<file path="src/rtl/gpio_receiver.sv">
// gpio_receiver: deserialises the 3-word GPIO messenger frame into a text byte and a 32-bit audio sample
// Ports: FPGA_clock/reset (sync, active-high); rx_pins[17]=forwarded GPIO clock, [16]=frame-active, [15:0]=data;
// text_out/text_ready_out, audio_out/audio_ready_out, receiving, frame_error (one-cycle pulse on abort).
// Optional: define GPIO_RX_FRAME_COUNT_EN to add frame_count[15:0], incremented on every committed frame.
module gpio_receiver #(
    parameter int SYNC_STAGES    = 2,
    parameter int TIMEOUT_CYCLES = 4096
) (
    input  logic        FPGA_clock,
    input  logic        reset,
    input  logic [17:0] rx_pins,
    output logic [7:0]  text_out,
    output logic        text_ready_out,
    output logic [31:0] audio_out,
    output logic        audio_ready_out,
    output logic        receiving,
    output logic        frame_error
`ifdef GPIO_RX_FRAME_COUNT_EN
    ,
    output logic [15:0] frame_count
`endif
);
    localparam int CW = $clog2(TIMEOUT_CYCLES + 1);
    typedef enum logic [1:0] {IDLE, HI, LO, TAIL} state_t;
    state_t        state_q, state_d;
    logic [17:0]   sync_q [SYNC_STAGES];
    logic [17:0]   pins;
    logic          clk_prev_q;
    logic          ev, active, timeout;
    logic [1:0]    flags_q, flags_d;
    logic [7:0]    text_sh_q, text_sh_d;
    logic [31:0]   audio_sh_q, audio_sh_d;
    logic          commit_q, commit_d, err_d;
    logic [CW-1:0] cnt_q, cnt_d;

    assign pins    = sync_q[SYNC_STAGES-1];
    // Falling edge of the synced GPIO clock marks mid-bit, where data is stable
    assign ev      = clk_prev_q & ~pins[17];
    assign active  = pins[16];
    assign timeout = (state_q == HI || state_q == LO) && cnt_q == CW'(TIMEOUT_CYCLES);

    always_comb begin
        state_d    = state_q;
        flags_d    = flags_q;
        text_sh_d  = text_sh_q;
        audio_sh_d = audio_sh_q;
        commit_d   = 1'b0;
        err_d      = 1'b0;
        cnt_d      = ev ? '0 : (state_q == HI || state_q == LO) && !timeout ? cnt_q + 1'b1 : cnt_q;
        if (ev) begin
            case (state_q)
                IDLE, TAIL: begin
                    // A set frame-active bit in TAIL is a missing tail: flag it and restart on this word
                    err_d   = state_q == TAIL && active;
                    state_d = active ? HI : IDLE;
                    if (active) begin
                        flags_d   = pins[15:14];
                        text_sh_d = pins[7:0];
                    end
                end
                HI: begin
                    err_d   = !active;
                    state_d = active ? LO : IDLE;
                    if (active) audio_sh_d[31:16] = pins[15:0];
                end
                default: begin
                    err_d    = !active;
                    commit_d = active;
                    state_d  = active ? TAIL : IDLE;
                    if (active) audio_sh_d[15:0] = pins[15:0];
                end
            endcase
        end else if (timeout) begin
            err_d   = 1'b1;
            state_d = IDLE;
        end
    end

    always_ff @(posedge FPGA_clock) begin
        if (reset) begin
            for (int i = 0; i < SYNC_STAGES; i++) sync_q[i] <= '0;
            clk_prev_q      <= 1'b0;
            state_q         <= IDLE;
            flags_q         <= '0;
            text_sh_q       <= '0;
            audio_sh_q      <= '0;
            commit_q        <= 1'b0;
            cnt_q           <= '0;
            text_out        <= '0;
            text_ready_out  <= 1'b0;
            audio_out       <= '0;
            audio_ready_out <= 1'b0;
            receiving       <= 1'b0;
            frame_error     <= 1'b0;
        end else begin
            sync_q[0] <= rx_pins;
            for (int i = 1; i < SYNC_STAGES; i++) sync_q[i] <= sync_q[i-1];
            clk_prev_q      <= pins[17];
            state_q         <= state_d;
            flags_q         <= flags_d;
            text_sh_q       <= text_sh_d;
            audio_sh_q      <= audio_sh_d;
            commit_q        <= commit_d;
            cnt_q           <= cnt_d;
            text_out        <= commit_q && flags_q[1] ? text_sh_q : text_out;
            text_ready_out  <= commit_q && flags_q[1];
            audio_out       <= commit_q && flags_q[0] ? audio_sh_q : audio_out;
            audio_ready_out <= commit_q && flags_q[0];
            receiving       <= state_d != IDLE;
            frame_error     <= err_d;
        end
    end

`ifdef GPIO_RX_FRAME_COUNT_EN
    logic [15:0] frame_count_q;
    always_ff @(posedge FPGA_clock) begin
        if (reset) frame_count_q <= '0;
        else if (commit_q) frame_count_q <= frame_count_q + 1'b1;
    end
    assign frame_count = frame_count_q;
`endif
endmodule

</file>
<file path="config.mk">
export PLATFORM = sky130hd
export DESIGN_NAME = gpio_receiver
export DESIGN_NICKNAME = d
export VERILOG_FILES = /design/src/rtl/gpio_receiver.sv
export SDC_FILE = /design/constraint.sdc
export NUM_CORES = 1
export LEC_CHECK = 0
export ABC_AREA = 1
export CAP_MARGIN = 40
export CORE_MARGIN = 2
export CORE_UTILIZATION = 54
export CTS_BUF_LIST = sky130_fd_sc_hd__clkbuf_16
export DETAILED_ROUTE_END_ITERATION = 8
export GPL_ROUTABILITY_DRIVEN = 0
export PLACE_DENSITY = 0.82
export SLEW_MARGIN = 20
export SYNTH_ARGS = -nofsm -noshare
export SYNTH_HDL_FRONTEND = slang
export SYNTH_SLANG_ARGS = --single-unit
</file>
<file path="constraint.sdc">
create_clock -name FPGA_clock -period 1.77 [get_ports FPGA_clock]
set_input_delay 0.177 -clock FPGA_clock [delete_from_list [all_inputs] [get_ports FPGA_clock]]
set_output_delay 0.177 -clock FPGA_clock [all_outputs]
set_load 0.05 [all_outputs]
</file>
==> results of run 1 <==
==> where the power goes <==
part	switching [mW]	leakage, nW	internal, mW
sequential	0.0239	1.13	3.17
clock	1.35	0.279	2.21
combinational	0.0994	1.53	0.0778
==> worst paths after layout <==
path                   endpoint
setup / recovery  audio_out[23]
hold / removal     sync_q[0][8]
setup reg to reg   text_sh_q[5]
hold reg to reg   sync_q[0][35]
==> what timing repair did <==
item                                    in CTS  in global routing
pin swaps                                    0                  0
gates cloned                                 0                  0
endpoints found under the setup margin       1                 21
resized for setup                            1                 20
buffers inserted                             0                  0
==> flip-flops by register name (all words and copies together), names as in the netlist <==
signal	count
sync_q	36
audio_out	32
audio_sh_q	32
cnt_q	13
text_out	8
text_sh_q	8
flags_q	2
state_q	2
audio_ready_out	1
clk_prev_q	1
commit_q	1
frame_error	1
receiving	1
text_ready_out	1
==> synthesized netlist by cell type, drive strengths merged <==
library cell	instances
a21oi	12
buf	10
clkbuf	19
clkinv	1
dfxtp	139
ha	7
inv	67
nand2	50
nand3	19
nand4	7
nor2	227
nor3	1
nor3b	1
o21ai	86
o22ai	1
xor2	3
==> layer usage <==
layer	wire length [um]	up-vias	part of all wire
met4	177	0	0.017
met2	5180	125	0.49
li1	-	2150	-
met5	0	-	0
met1	4640	1943	0.44
met3	600	19	0.057
==> logic make-up after synthesis <==
family          count (synthesis)
fa+ha+maj                       7
flops                         139
simple gates                  305
compound gates                 99
xor+xnor                        3
buf+inv                        97
==> final cells by class <==
| type | instances | area (sq um) | area share |
|---|---|---|---|
| multi-input cells | 414 | 1890 | 0.295 |
| well taps | 111 | 139 | 0.0216 |
| flip-flops and latches | 139 | 2780 | 0.433 |
| clock inverters | 15 | 175 | 0.0272 |
| clock buffers | 17 | 425 | 0.0662 |
| repair buffers | 74 | 753 | 0.117 |
| inverters | 68 | 259 | 0.0403 |
==> qor.txt, run 1 <==
Post-Synth Simple-Gate Area -> 0.252
Reg2reg setup slack -> 120 ps
Worst path bufs/invs -> 1
Tot GR Track Use -> 0.227
Worst Hold Class -> in -> reg
Worst hold margin -> 270 ps
Mapped Area -> 0.00506 sq mm
Area growth syn-to-layout -> 26.9%
Placed cells -> 806
Post-route ant nets -> 0
Area of the core -> 0.00915 sq mm
Chip height -> 101 um
Fin crit share -> 0.981
Hold wc startpoint -> rx_pins[8]
Antenna diode count -> 0
Yosys reg bits -> 139
Critical Path Max Stage Delay -> 800 ps
DRC -> 0
Post-synthesis cell count -> 650
Worst Clk Skew -> 6.85 ps
Max Root-Sink Buffers -> 2
Total power -> 6.93 mW
Drt wl/cell -> 12.6 um
Worst slack at placement -> 170 ps
Worst slew pin tran -> 522 ps
Worst r2r src -> state_q[0]
M3 GR Usage -> 0.0631
Starting density of the core -> 0.553
Synth Area in Adders -> 0.0173
Slowest-stage cell, CP -> clkdlybuf4s50_1
Type of origin of the critical path -> flip-flop
Setup TNS -> 0 ps
Minimum clock period -> 1740 ps
Pwr/cell area -> 1080 mW/mm^2
Initial antenna violation count -> 0
RSZ-0062 raised after global routing -> yes
CP startpoint -> audio_out[23]
Final std cells w/o fill -> 838
Yosys top cell by area -> dfxtp_1
Num ports -> 64
Port buffer count -> 63
CP Depth -> 1
Most common cell after layout, fill and taps aside -> nor2_1
Met2 usage -> 0.381
First-pass DRT Iterations -> 7
Mean Syn Cell Area -> 7.79 sq um
Post-synthesis sequential area ratio -> 0.549
Compound-Gate Fraction of Synth Area -> 0.0981
H-tree depth -> 4
TritonCTS clock tree -> yes
Worst Reg-to-Reg Cells -> 7
Post-DP HPWL -> 6800 um
Peak VDD IR -> 0.000923 V
Layout cells sized above 1 -> 0.0990
XOR/XNOR share of the synthesized area -> 0.00519
Mapped Nets -> 677
Crit-path cells -> clkdlybuf4s50_1
Crit Path Class -> reg -> out
DR vias/cell -> 5.06
Root buffer cell -> clkbuf_16
GRT busiest layer -> met2
Via Count -> 4,237
Hold Path Cell Cnt -> 3
Final Max Slew Viols -> 0
FMAX -> 576 MHz
Met1 Resource Use GR -> 0.277
CP arrival -> 1560 ps
Worst-Skew Late Latency -> 420 ps
Final Core Density -> 0.702
Status -> complete, no violations
Combinational family with the most area after synthesis -> simple AND/OR/NAND/NOR gates
Pin count of the biggest net entering global routing -> 45
Max-cap viol count -> 0
DR iter-0 viols -> 269
Slew HR -> 0.651
Cell area after layout -> 0.00643 sq mm
DP Area -> 0.00578 sq mm
Req. time, crit path -> 1590 ps
Die area -> 0.0102 sq mm
Post-synth top area share -> 0.549
Clock slew at the register clock pins of the worst setup and hold paths -> 60 ps
Most frequent cells in the layout -> nor2_1, dfxtp_1, o21ai_0, inv_1, clkdlybuf4s50_1
Cts hold-fix bufs -> 0
Netlist cell types -> 26
CP Max Fanout -> 2
Top delay family on crit path -> buffers and inverters
Top cells by area, synth -> dfxtp_1, nor2_1, o21ai_0
Final worst-path setup slack -> 33.6 ps
Row cnt -> 35
Setup violations, final -> 0
Yosys warning count -> 0
CTS Buf Count -> 17
Layout fillers -> 665
Routed wire length -> 10,600 um
Grt total ovfl -> 0
Final Hold Violating Endpoints -> 0
Leakage power -> 2.94 nW
Die Wd -> 101 um
Nets -> 741
CP Capture Type -> output pin
Multiplexer share of the synthesized area -> 0
First-pass GRT wire length -> 18,100 um
TritonCTS Sinks -> 139
Vias in the first global route -> 4,065
Power figures use the tool's default switching activity.
==> inputs of run 2 (changes only) <==
--- a/config.mk
+++ b/config.mk
@@ -12,7 +12,7 @@
 export CTS_BUF_LIST = sky130_fd_sc_hd__clkbuf_16
 export DETAILED_ROUTE_END_ITERATION = 8
 export GPL_ROUTABILITY_DRIVEN = 0
-export PLACE_DENSITY = 0.82
+export PLACE_DENSITY_LB_ADDON = 0.12
 export SLEW_MARGIN = 20
 export SYNTH_ARGS = -nofsm -noshare
 export SYNTH_HDL_FRONTEND = slang
==> qor.txt, run 2 (same netlist as run 1, synthesis figures left out) <==
Row cnt -> 35 (unchanged)
Req. time, crit path -> 1590 ps (about the same)
Total power -> 6.97 mW (was 6.93 mW)
CP Max Fanout -> 2 (unchanged)
Slowest-stage cell, CP -> clkdlybuf4s50_1 (unchanged)
Cts hold-fix bufs -> 0 (unchanged)
Antenna diode count -> 0 (unchanged)
Regs by FF count -> sync_q x36, audio_out x32, audio_sh_q x32 (unchanged)
Post-CTS Setup Repair Bufs -> 0 (unchanged)
Vias in the first global route -> 3,702 (was 4,065)
Net Switching -> 1.49 mW (was 1.47 mW)
Tot GR Track Use -> 0.202 (was 0.227)
Layout cells sized above 1 -> 0.0938 (was 0.0990)
Worst path bufs/invs -> 1 (unchanged)
Initial antenna violation count -> 0 (unchanged)
Post-DP HPWL -> 6520 um (was 6800 um)
Peak VDD IR -> 0.000856 V (was 0.000923 V)
Max Root-Sink Buffers -> 2 (unchanged)
Chip height -> 101 um (unchanged)
Type of origin of the critical path -> flip-flop (unchanged)
FMAX -> 574 MHz (was 576 MHz)
Hold wc startpoint -> rx_pins[6] (was rx_pins[8])
Slew HR -> 0.590 (was 0.651)
Port buffer count -> 63 (unchanged)
Seq pwr share -> 0.458 (was 0.461)
Critical Path Max Stage Delay -> 820 ps (was 800 ps)
Drt wl/cell -> 11.6 um (was 12.6 um)
Crit-path cells -> clkdlybuf4s50_1 (unchanged)
Most common cell after layout, fill and taps aside -> nor2_1 (unchanged)
Final std cells w/o fill -> 836 (was 838)
Die area -> 0.0102 sq mm (unchanged)
Pin count of the biggest net entering global routing -> 83 (was 45)
Clock slew at the register clock pins of the worst setup and hold paths -> 60 ps (about the same)
DRC -> 0 (unchanged)
Largest register FFs -> 36 (unchanged)
First-pass GRT wire length -> 16,300 um (was 18,100 um)
Max-cap viol count -> 0 (unchanged)
Minimum clock period -> 1740 ps (about the same)
Fin crit share -> 0.984 (was 0.981)
Via Count -> 4,100 (was 4,237)
Worst Hold Class -> in -> reg (unchanged)
CP Capture Type -> output pin (unchanged)
Grt total ovfl -> 0 (unchanged)
Hold EP -> sync_q[0][6] (was sync_q[0][8])
Crit Path Class -> reg -> out (unchanged)
Worst Reg-to-Reg Cells -> 7 (unchanged)
Worst slew pin tran -> 616 ps (was 522 ps)
First-pass DRT Iterations -> 4 (was 7)
Most flop-heavy register -> sync_q (unchanged)
Internal power -> 5.49 mW (was 5.46 mW)
Placed cells -> 804 (was 806)
DR iter-0 viols -> 136 (was 269)
Worst Clk Skew -> 8.01 ps (was 6.85 ps)
CP arrival -> 1560 ps (about the same)
Num ports -> 64 (unchanged)
Area growth syn-to-layout -> 26.3% (was 26.9%)
Final Hold Violating Endpoints -> 0 (unchanged)
Top delay family on crit path -> buffers and inverters (unchanged)
Hold Path Cell Cnt -> 3 (unchanged)
Nets -> 739 (was 741)
Pwr/cell area -> 1090 mW/mm^2 (was 1080 mW/mm^2)
Post-route ant nets -> 0 (unchanged)
DR vias/cell -> 4.90 (was 5.06)
Combinational share of power -> 0.025 (was 0.026)
Switching Share -> 0.213 (was 0.212)
CTS Buf Count -> 17 (unchanged)
Area of the core -> 0.00915 sq mm (unchanged)
Worst r2r src -> state_q[0] (unchanged)
H-tree depth -> 4 (unchanged)
Worst-Skew Late Latency -> 410 ps (was 420 ps)
Final Max Slew Viols -> 0 (unchanged)
Status -> complete, no violations (unchanged)
Leakage power -> 2.77 nW (was 2.94 nW)
Root buffer cell -> clkbuf_16 (unchanged)
Setup violations, final -> 0 (unchanged)
Die Wd -> 101 um (unchanged)
TritonCTS Sinks -> 139 (unchanged)
RSZ-0062 raised after global routing -> yes (unchanged)
Reg2reg setup slack -> 100 ps (was 120 ps)
Routed wire length -> 9710 um (was 10,600 um)
Clk pwr share -> 0.517 (was 0.513)
Most frequent cells in the layout -> nor2_1, dfxtp_1, o21ai_0, inv_1, clkdlybuf4s50_1 (unchanged)
TritonCTS clock tree -> yes (unchanged)
Crit Reg-Reg Endpoint -> text_sh_q[3] (was text_sh_q[5])
Starting density of the core -> 0.553 (unchanged)
run 2: metal layers:
layer / share of wire / up-vias / track usage
met2: 0.48 / 106 / 0.322
met5: 0 / - / 0
met3: 0.053 / 14 / 0.0437
li1: - / 2133 / -
met4: 0.015 / 0 / 0.0885
met1: 0.45 / 1847 / 0.264
run 2: power by group through the flow:
stage               Clock (mW)  Sequential [mW]  Combinational (mW)
floorplan                    0             3.25               0.108
global placement             0             3.26               0.168
detailed placement           0             3.26               0.172
CTS                       3.67             3.19               0.173
global route              3.80             3.20               0.198
finish                    3.61             3.19               0.172
run 2: worst reg2reg max path, delay by kind of cell (launching register included):
| kind | cells | cell delay [ps] |
|---|---|---|
| DFF | 1 | 380 |
| adders and majority gates | 1 | 360 |
| and+or+nand+nor | 3 | 340 |
| buffers and inverters | 2 | 310 |
| AOI/OAI and AO/OA | 1 | 180 |
run 2: per-stage QoR:
stage          setup TNS [ps]  utilization  cell area (sq um)  setup slack (ps)  hold slack [ps]
6_report                    0        0.699               6400              29.0              278
5_1_grt                 -35.2        0.699               6400             -25.7              276
4_1_cts                     0        0.696               6370              3.56              268
3_5_place_dp                0        0.629               5760              66.8              392
3_3_place_gp                0        0.629               5760               133              391
2_1_floorplan               0            -               5060               360              284
run 2: worst max-delay path by stage:
stage                  start  cells past startpoint  slack (ps)       endpoint
6_report       audio_out[30]                      1          30  audio_out[30]
5_1_grt           state_q[0]                      6         -30      receiving
4_1_cts        audio_out[23]                      1           4  audio_out[23]
3_5_place_dp      state_q[0]                      6          70      receiving
3_3_place_gp      state_q[1]                      6         130      receiving
2_1_floorplan     state_q[1]                      6         360      receiving
run 2: what timing repair did:
item	4_1_cts	5_1_grt
endpoints found under the hold margin	0	0
endpoints found under the setup margin	0	11
gates resized for setup	0	10
run 2: area by class of cell:
| type | instances | area (sq um) |
|---|---|---|
| clock inverter | 15 | 188 |
| fill | 746 | 2750 |
| multi-input combinational | 414 | 1890 |
| clock buffer | 17 | 425 |
| inverter | 68 | 259 |
| timing repair buffer | 72 | 717 |
| sequential | 139 | 2780 |
| tap | 111 | 139 |
